===== src/rtl/exc_pkg.sv =====
// Shared definitions for the exception/mode controller: state encoding,
// cause codes and mode constants.
package exc_pkg;

    typedef enum logic [1:0] {
        ST_USER   = 2'd0,
        ST_ENTER  = 2'd1,
        ST_SUPER  = 2'd2,
        ST_RETURN = 2'd3
    } exc_state_t;

    localparam logic [3:0] CAUSE_NONE     = 4'd0;
    localparam logic [3:0] CAUSE_TRAP     = 4'd1;
    localparam logic [3:0] CAUSE_IRQ_BASE = 4'd2;

    localparam logic MODE_USER  = 1'b1;
    localparam logic MODE_SUPER = 1'b0;

    // Cause code for interrupt line idx: 2 + idx.
    function automatic logic [3:0] irq_cause(input logic [2:0] idx);
        return CAUSE_IRQ_BASE + {1'b0, idx};
    endfunction

endpackage


===== src/rtl/irq_prio_enc.sv =====
// Combinational lowest-index priority encoder: irq -> {valid, index}.
// Bit 0 is the highest priority.
module irq_prio_enc #(
    parameter int NUM_IRQ = 4
) (
    input  logic [NUM_IRQ-1:0] irq,
    output logic               valid,
    output logic [2:0]         index
);

    // Scan from the top down so the lowest set bit is the last one written.
    always_comb begin
        valid = |irq;
        index = 3'd0;
        for (int i = NUM_IRQ - 1; i >= 0; i--) begin
            if (irq[i]) index = 3'(i);
        end
    end

endmodule


===== src/rtl/exc_ctrl.sv =====
// Exception/mode controller. Arbitrates traps against interrupts while in
// user mode, pulses exception entry and return (each exactly one cycle,
// with pipeline flush and PC redirect), and tracks user/supervisor mode.
// No nesting: requests are ignored while in the supervisor handler.
// Optional macro EXC_COUNT_EN: enables the 16-bit exceptions-taken counter;
// when undefined exc_count is tied to zero.
// dbg_state exposes the FSM state for observation.
module exc_ctrl
    import exc_pkg::*;
#(
    parameter int          NUM_IRQ     = 4,
    parameter logic [31:0] VECTOR_ADDR = 32'h0000_0080
) (
    input  logic               clk,
    input  logic               reset,
    input  logic [NUM_IRQ-1:0] irq,
    input  logic               trap_in,
    input  logic               rfe_in,
    input  logic               stall_in,
    input  logic [31:0]        iar_in,
    output logic               exception,
    output logic               s_u,
    output logic               trap,
    output logic               flush,
    output logic               pc_sel,
    output logic [31:0]        pc_target,
    output logic [3:0]         cause,
    output logic [15:0]        exc_count,
    output exc_state_t         dbg_state
);

    exc_state_t state;
    logic       irq_valid;
    logic [2:0] irq_idx;

    irq_prio_enc #(.NUM_IRQ(NUM_IRQ)) u_prio (
        .irq   (irq),
        .valid (irq_valid),
        .index (irq_idx)
    );

    assign dbg_state = state;

    // Mode FSM with registered outputs: the pulse outputs are set on the edge
    // entering ENTER/RETURN so they are visible exactly during that cycle.
    // An irq still held after RETURN is only sampled at the end of the first
    // USER cycle, which guarantees one user instruction of forward progress.
    always_ff @(posedge clk or negedge reset) begin
        if (!reset) begin
            state     <= ST_SUPER;
            s_u       <= MODE_SUPER;
            exception <= 1'b0;
            trap      <= 1'b0;
            flush     <= 1'b0;
            pc_sel    <= 1'b0;
            pc_target <= 32'h0;
            cause     <= CAUSE_NONE;
        end else begin
            exception <= 1'b0;
            trap      <= 1'b0;
            flush     <= 1'b0;
            pc_sel    <= 1'b0;
            case (state)
                ST_USER: begin
                    // rfe_in is a NOP here; trap_in wins over irq.
                    if (!stall_in && (trap_in || irq_valid)) begin
                        state     <= ST_ENTER;
                        s_u       <= MODE_SUPER;
                        exception <= 1'b1;
                        flush     <= 1'b1;
                        pc_sel    <= 1'b1;
                        pc_target <= VECTOR_ADDR;
                        if (trap_in) begin
                            cause <= CAUSE_TRAP;
                            trap  <= 1'b1;
                        end else begin
                            cause <= irq_cause(irq_idx);
                        end
                    end
                end
                ST_ENTER: begin
                    state <= ST_SUPER;
                end
                ST_SUPER: begin
                    if (rfe_in && !stall_in) begin
                        state     <= ST_RETURN;
                        flush     <= 1'b1;
                        pc_sel    <= 1'b1;
                        pc_target <= iar_in;
                        cause     <= CAUSE_NONE;
                    end
                end
                ST_RETURN: begin
                    state <= ST_USER;
                    s_u   <= MODE_USER;
                end
                default: begin
                    state <= ST_SUPER;
                end
            endcase
        end
    end

`ifdef EXC_COUNT_EN
    // Count every ENTER cycle; wraps naturally at 16 bits.
    always_ff @(posedge clk or negedge reset) begin
        if (!reset) begin
            exc_count <= 16'h0000;
        end else if (state == ST_ENTER) begin
            exc_count <= exc_count + 16'd1;
        end
    end
`else
    assign exc_count = 16'h0000;
`endif

endmodule


===== config.mk =====
export PLATFORM = sky130hd
export DESIGN_NAME = exc_ctrl
export DESIGN_NICKNAME = d
export VERILOG_FILES = /design/src/rtl/exc_pkg.sv /design/src/rtl/irq_prio_enc.sv /design/src/rtl/exc_ctrl.sv
export SDC_FILE = /design/constraint.sdc
export NUM_CORES = 1
export LEC_CHECK = 0
export ABC_AREA = 1
export BUFFER_PORTS_ARGS = -buffer_cell sky130_fd_sc_hd__buf_2
export CAP_MARGIN = 5
export CORE_MARGIN = 4
export CORE_UTILIZATION = 46
export CTS_CLUSTER_DIAMETER = 40
export DETAILED_ROUTE_END_ITERATION = 10
export GPL_TIMING_DRIVEN = 0
export PLACE_DENSITY_LB_ADDON = 0.15
export SLEW_MARGIN = 20
export SYNTH_ARGS = -nofsm -noshare
export SYNTH_HDL_FRONTEND = slang
export SYNTH_SLANG_ARGS = --single-unit

===== constraint.sdc =====
create_clock -name clk -period 2.1 [get_ports clk]
set_clock_uncertainty 0.1 [all_clocks]
set_input_delay 0.42 -clock clk [delete_from_list [all_inputs] [get_ports clk]]
set_output_delay 0.42 -clock clk [all_outputs]
set_load 0.005 [all_outputs]

* After elaboration in Yosys (flattened, before gate mapping) *
Cells that the tools add are included.
Widths: inputs -> output; s select.

cells by class
  add/subtract/negate cells = 1
  equal/unequal tests = 5
  mux-type cells = 23
  reductions and logical operators = 11

operators with widths
  cell                 number
  $mux 32              2
  $pmux 32 s2          1
  $mux 2               6
  $mux 4               3
  $pmux 2 s4           1
  $pmux 4 s2           1
  $mux 1               7
  $add 2x3->4 const A  1
  $eq 2x2->1 const B   2
  $ne 2x2->1 const B   2
  $pmux 1 s2           2
  $reduce_and 2->1     2
  $reduce_bool 2->1    2
  $reduce_or 4->1      1
  $reduce_and 3->1     1
  $eq 2x1->1 const B   1
  $logic_and 1x1->1    2
  $logic_not 2->1      1
  $logic_not 1->1      1
  $logic_or 1x1->1     1

word-level totals
  flip-flop bits (word level) = 42
  input port bits = 41
  output and inout bits = 59
  logic and storage cells = 47

* Longest topological paths before layout *
  word-level depth = 8
  depth in mapped cells = 10
  gate-level depth less buffers = 8

* Modules after synthesis *
A second synthesis with hierarchy kept.

second synthesis, totals
  cell total of the unflattened synthesis = 296
  area, all modules = 2213.4 µm²

by module, submodules not included
  module        times used  cells each  area each (µm²)  seq. area each (µm²)
  exc_ctrl      1           285         2155.8           1052.3
  irq_prio_enc  1           11          57.6             0.0

* Least setup slack after synthesis *
Ideal clock, no wire load.

  kind = flip-flop to flip-flop
  start = reg state[1], in the netlist dbg_state[1]
  end = reg pc_target[0]
  setup time = 117 ps
  arrival time = 1488 ps
  data required time = 1883 ps
  path slack = 396 ps
  cell stages (with the launch flop) = 9
  buffers on the path = 2
  period minus slack after synthesis = 1704 ps
  cell sequence = dfstp_2 ha_1 buf_2 inv_2 a21oi_4 nand2_4 buf_6 nand2_1 nand2_1

between the ends
  longest elaborated chain between the ends = 3
  elaborated cells between the ends (all ways) = 7
  those cells by class = eq/ne (3); mux (1); reduce/logical (3)

ends and longest elaborated chain
  item                                                              line            source
  from (decl)                                                       exc_ctrl.sv:32  exc_state_t state;
  from (signal assigned)                                            exc_ctrl.sv:50  state <= ST_SUPER;
  from (signal assigned)                                            exc_ctrl.sv:67  state <= ST_ENTER;
  from (signal assigned)                                            exc_ctrl.sv:82  state <= ST_SUPER;
  $eq 2x2->1 or $logic_not 2->1 (tied branches)                     exc_ctrl.sv:63  case (state)
  $ne 2x2->1 (no source line) or $reduce_bool 2->1 (tied branches)  -
  $reduce_and 3->1 (no source line)                                 -
  to (signal assigned)                                              exc_ctrl.sv:89  pc_target <= iar_in;
  to (decl)                                                         exc_ctrl.sv:26  output logic [31:0] pc_target,

Parallel ways exist; a longest one is shown, timed or not.
A chain may end at the register's enable or synchronous reset.

* Worst setup path in the final report *
  start = reg state[1], in the netlist dbg_state[1]
  end = reg pc_target[31]

The elaborated chain is that of the path after synthesis.

==> impl_metrics.tcl <==
set metrics [dict create \
    grt_pass1_wl_um 8270 \
    fin_util 0.628 \
    stdcell_count 412 \
    detail_route.wl_per_cell_um 11.6 \
    post_synth_instance_area_sq_mm 0.00212 \
    ant_nets 0 \
    critPathCaptureType "flop" \
    finalNetCount 403 \
    detailedRoute.firstPassIterationCount 4 \
    grt_max_degree 42 \
    highest_clock_rate_mhz 519 \
    cts.root.buffer_cell "sky130_fd_sc_hd__clkbuf_8" \
    groute.usage.overall 0.175 \
    finalWirelength_um 4770 \
    yosysWarningCount 0 \
    p_per_area_mw_per_mm2 1230 \
    postSynthAreaPerCell_sq_um 8.35 \
    grt.overflow.total 0 \
    cts_tree "built" \
    critPathMaxStageDelay_ps 570 \
    status "finished, final reports clean" \
    slew_headroom 0.406 \
    layout_commonest_cell "sky130_fd_sc_hd__nand2_1" \
    cap_viol_max_count 0 \
    leakage_uw 0.00167 \
    async_s_r_ff_share_synth 1.00 \
    floorplan.die_area_sq_mm 0.00576 \
    dp_hpwl_um 3530 \
    timing_max_transition_violations_final 0 \
    post_synth_inst_count 254 \
    crit_family "flip-flops" \
    critPathMostFrequentCell "sky130_fd_sc_hd__nand2_1" \
    crit_path_start_kind "flop" \
    placement.io_buffers 82 \
    vias_cell 4.49 \
    ios 100 \
    ctsHtreeMaxLevel 2 \
    pnr_total_power_uw 3420 \
    min_period_ps 1930 \
    clkTransAtPathRegs_ps 70 \
    dieWidth_um 75.9 \
    synthToLayoutAreaGrowth_pct 30.7 \
    dominantRegCellSynth "sky130_fd_sc_hd__dfrtp_1" \
    replace_congestion 0.793 \
    postCtsHoldBufs 0 \
    grt_setup_unrepaired "no" \
    core.rowCount 24 \
    final.hold.worst_slack_ps 150 \
    number_of_synthesized_flops_with_an_enable_pin 0 \
    most-common-layout-cells "116 x sky130_fd_sc_hd__nand2_1, 84 x sky130_fd_sc_hd__buf_2, 40 x sky130_fd_sc_hd__dfrtp_1, 31 x sky130_fd_sc_hd__nand3b_1, 23 x sky130_fd_sc_hd__buf_4" \
    critical_path_peak_fanout 10 \
    synth.yosys.seq_area_share 0.484 \
    tritoncts.num_buffers 5 \
    n_fill_cell 413 \
    clk_path_buf_depth 2 \
    worst-endpoint-arrival_ps 2010 \
    placeableCoreArea_sq_mm 0.00441 \
    postCtsSetupRepairBufs 0 \
    critical-path-slowest-cell "sky130_fd_sc_hd__dfstp_2" \
    chipHeight_um 75.9 \
    drt-initial-drc-count 60 \
    ctsResizeCount 0 \
    power.ir.vdd_worst_v 0.000443 \
    floorplan.initialDensity 0.480 \
    hold_viol_final 0 \
    drcViolationCount 0 \
    final_layout_size_suffix_gt1_frac 0.342 \
    worst_skew_pair.late_latency_ps 290 \
    number_of_antenna_violations_at_the_first_check_in_global_routing 0 \
    via_count 1849 \
    dp.cells 404 \
    hp-class "input pin to asynchronous set/reset pin" \
    final-setup-viol-count 0 \
    first_global_vias 1843 \
    antenna-diode-count 0 \
    worstPathRequired_ps 2180 \
    worst_pin_slew_ps 891 \
    ys_ff_latch 41 \
    critical_path.cell_chain "ha_1 -> buf_2 -> inv_2 -> a21oi_4 -> nand2_4 -> buf_6 -> nand2_1 -> nand2_1" \
    final.period_utilization 0.917 \
    path_buf_inv 3 \
    clock_sinks 41 \
    criticalPathCategory "flop to flop" \
    setup_total_neg_slack_ps 0 \
    synth.distinct_cells 21 \
]
metrics by stage:
step | setup slack [ps] | cell area, sq um
after floorplan | 396 | 2180
after global placement | 183 | 2660
final | 175 | 2770
after CTS | 156 | 2770
after global routing | 11.9 | 2770
after detailed placement | 174 | 2660
power breakdown:
| group | internal [uW] | total (uW) | switching (uW) |
|---|---|---|---|
| logic | 678 | 1640 | 966 |
| clock network | 387 | 650 | 263 |
| registers | 1020 | 1130 | 113 |
| total | 2080 | 3420 | 1340 |
cell usage after synthesis, types with 2 or more instances:
cell	instances	area share
sky130_fd_sc_hd__buf_2	2	0.0047
sky130_fd_sc_hd__buf_4	23	0.081
sky130_fd_sc_hd__buf_6	3	0.016
sky130_fd_sc_hd__clkbuf_1	4	0.0071
sky130_fd_sc_hd__dfrtp_1	40	0.47
sky130_fd_sc_hd__ha_1	3	0.018
sky130_fd_sc_hd__inv_1	10	0.018
sky130_fd_sc_hd__nand2_1	116	0.21
sky130_fd_sc_hd__nand3_1	7	0.017
sky130_fd_sc_hd__nand3b_1	31	0.11
sky130_fd_sc_hd__nor2_1	5	0.0089
worst register-to-register path, cell delays in order, from the launching register on:
cell	delay, ps
sky130_fd_sc_hd__dfstp_2	570
sky130_fd_sc_hd__ha_1	140
sky130_fd_sc_hd__buf_2	200
sky130_fd_sc_hd__inv_2	80
sky130_fd_sc_hd__a21oi_4	300
sky130_fd_sc_hd__nand2_4	160
sky130_fd_sc_hd__buf_6	170
sky130_fd_sc_hd__nand2_1	60
sky130_fd_sc_hd__nand2_1	50
sequential cells by signal, indices dropped and copies added (netlist names):
register / flops
trap: 1
pc_target: 32
exception: 1
s_u: 1
dbg_state: 2
pc_sel: 1
cause: 3
logic make-up after synthesis:
group,after synthesis,share of synthesized area
AND/OR/NAND/NOR,162,0.351
flip-flops,41,0.484
buffers and inverters,43,0.129
other,1,0.00177
AO/OA/AOI/OAI,4,0.0165
adder cells (fa/ha/maj),3,0.0177
area by class of cell:
| cell class | count | area [sq um] | share of cell area |
|---|---|---|---|
| tap | 52 | 65.1 | 0.0235 |
| buffer | 32 | 231 | 0.0835 |
| multi-input combinational | 186 | 881 | 0.318 |
| inverter | 11 | 41.3 | 0.0149 |
| timing repair buffer | 82 | 410 | 0.148 |
| clock buffer | 7 | 86.3 | 0.0311 |
| clock inverter | 1 | 30.0 | 0.0108 |
| sequential | 41 | 1030 | 0.370 |
per-layer routing:
layer | track usage | routed length [um] | up-vias
met4 | 0.0907 | 106 | 0
li1 | - | - | 959
met3 | 0.0427 | 356 | 8
met5 | 0 | 0 | -
met1 | 0.212 | 2040 | 812
met2 | 0.286 | 2260 | 70
path summary, 6_finish.rpt:
check                             startpoint             to  slack (ps)  cells after the start
worst max register to register  dbg_state[1]  pc_target[31]         170                      8
min in group clk                      rfe_in         pc_sel         310                      3
worst min register to register  pc_target[5]   pc_target[5]         360                      2
worst min-delay path                   reset         pc_sel         150                      1
max in group asynchronous              reset   dbg_state[0]        1200                      1
worst max-delay path            dbg_state[1]  pc_target[31]         170                      8
No activity file was read; power rests on OpenSTA's default activity.
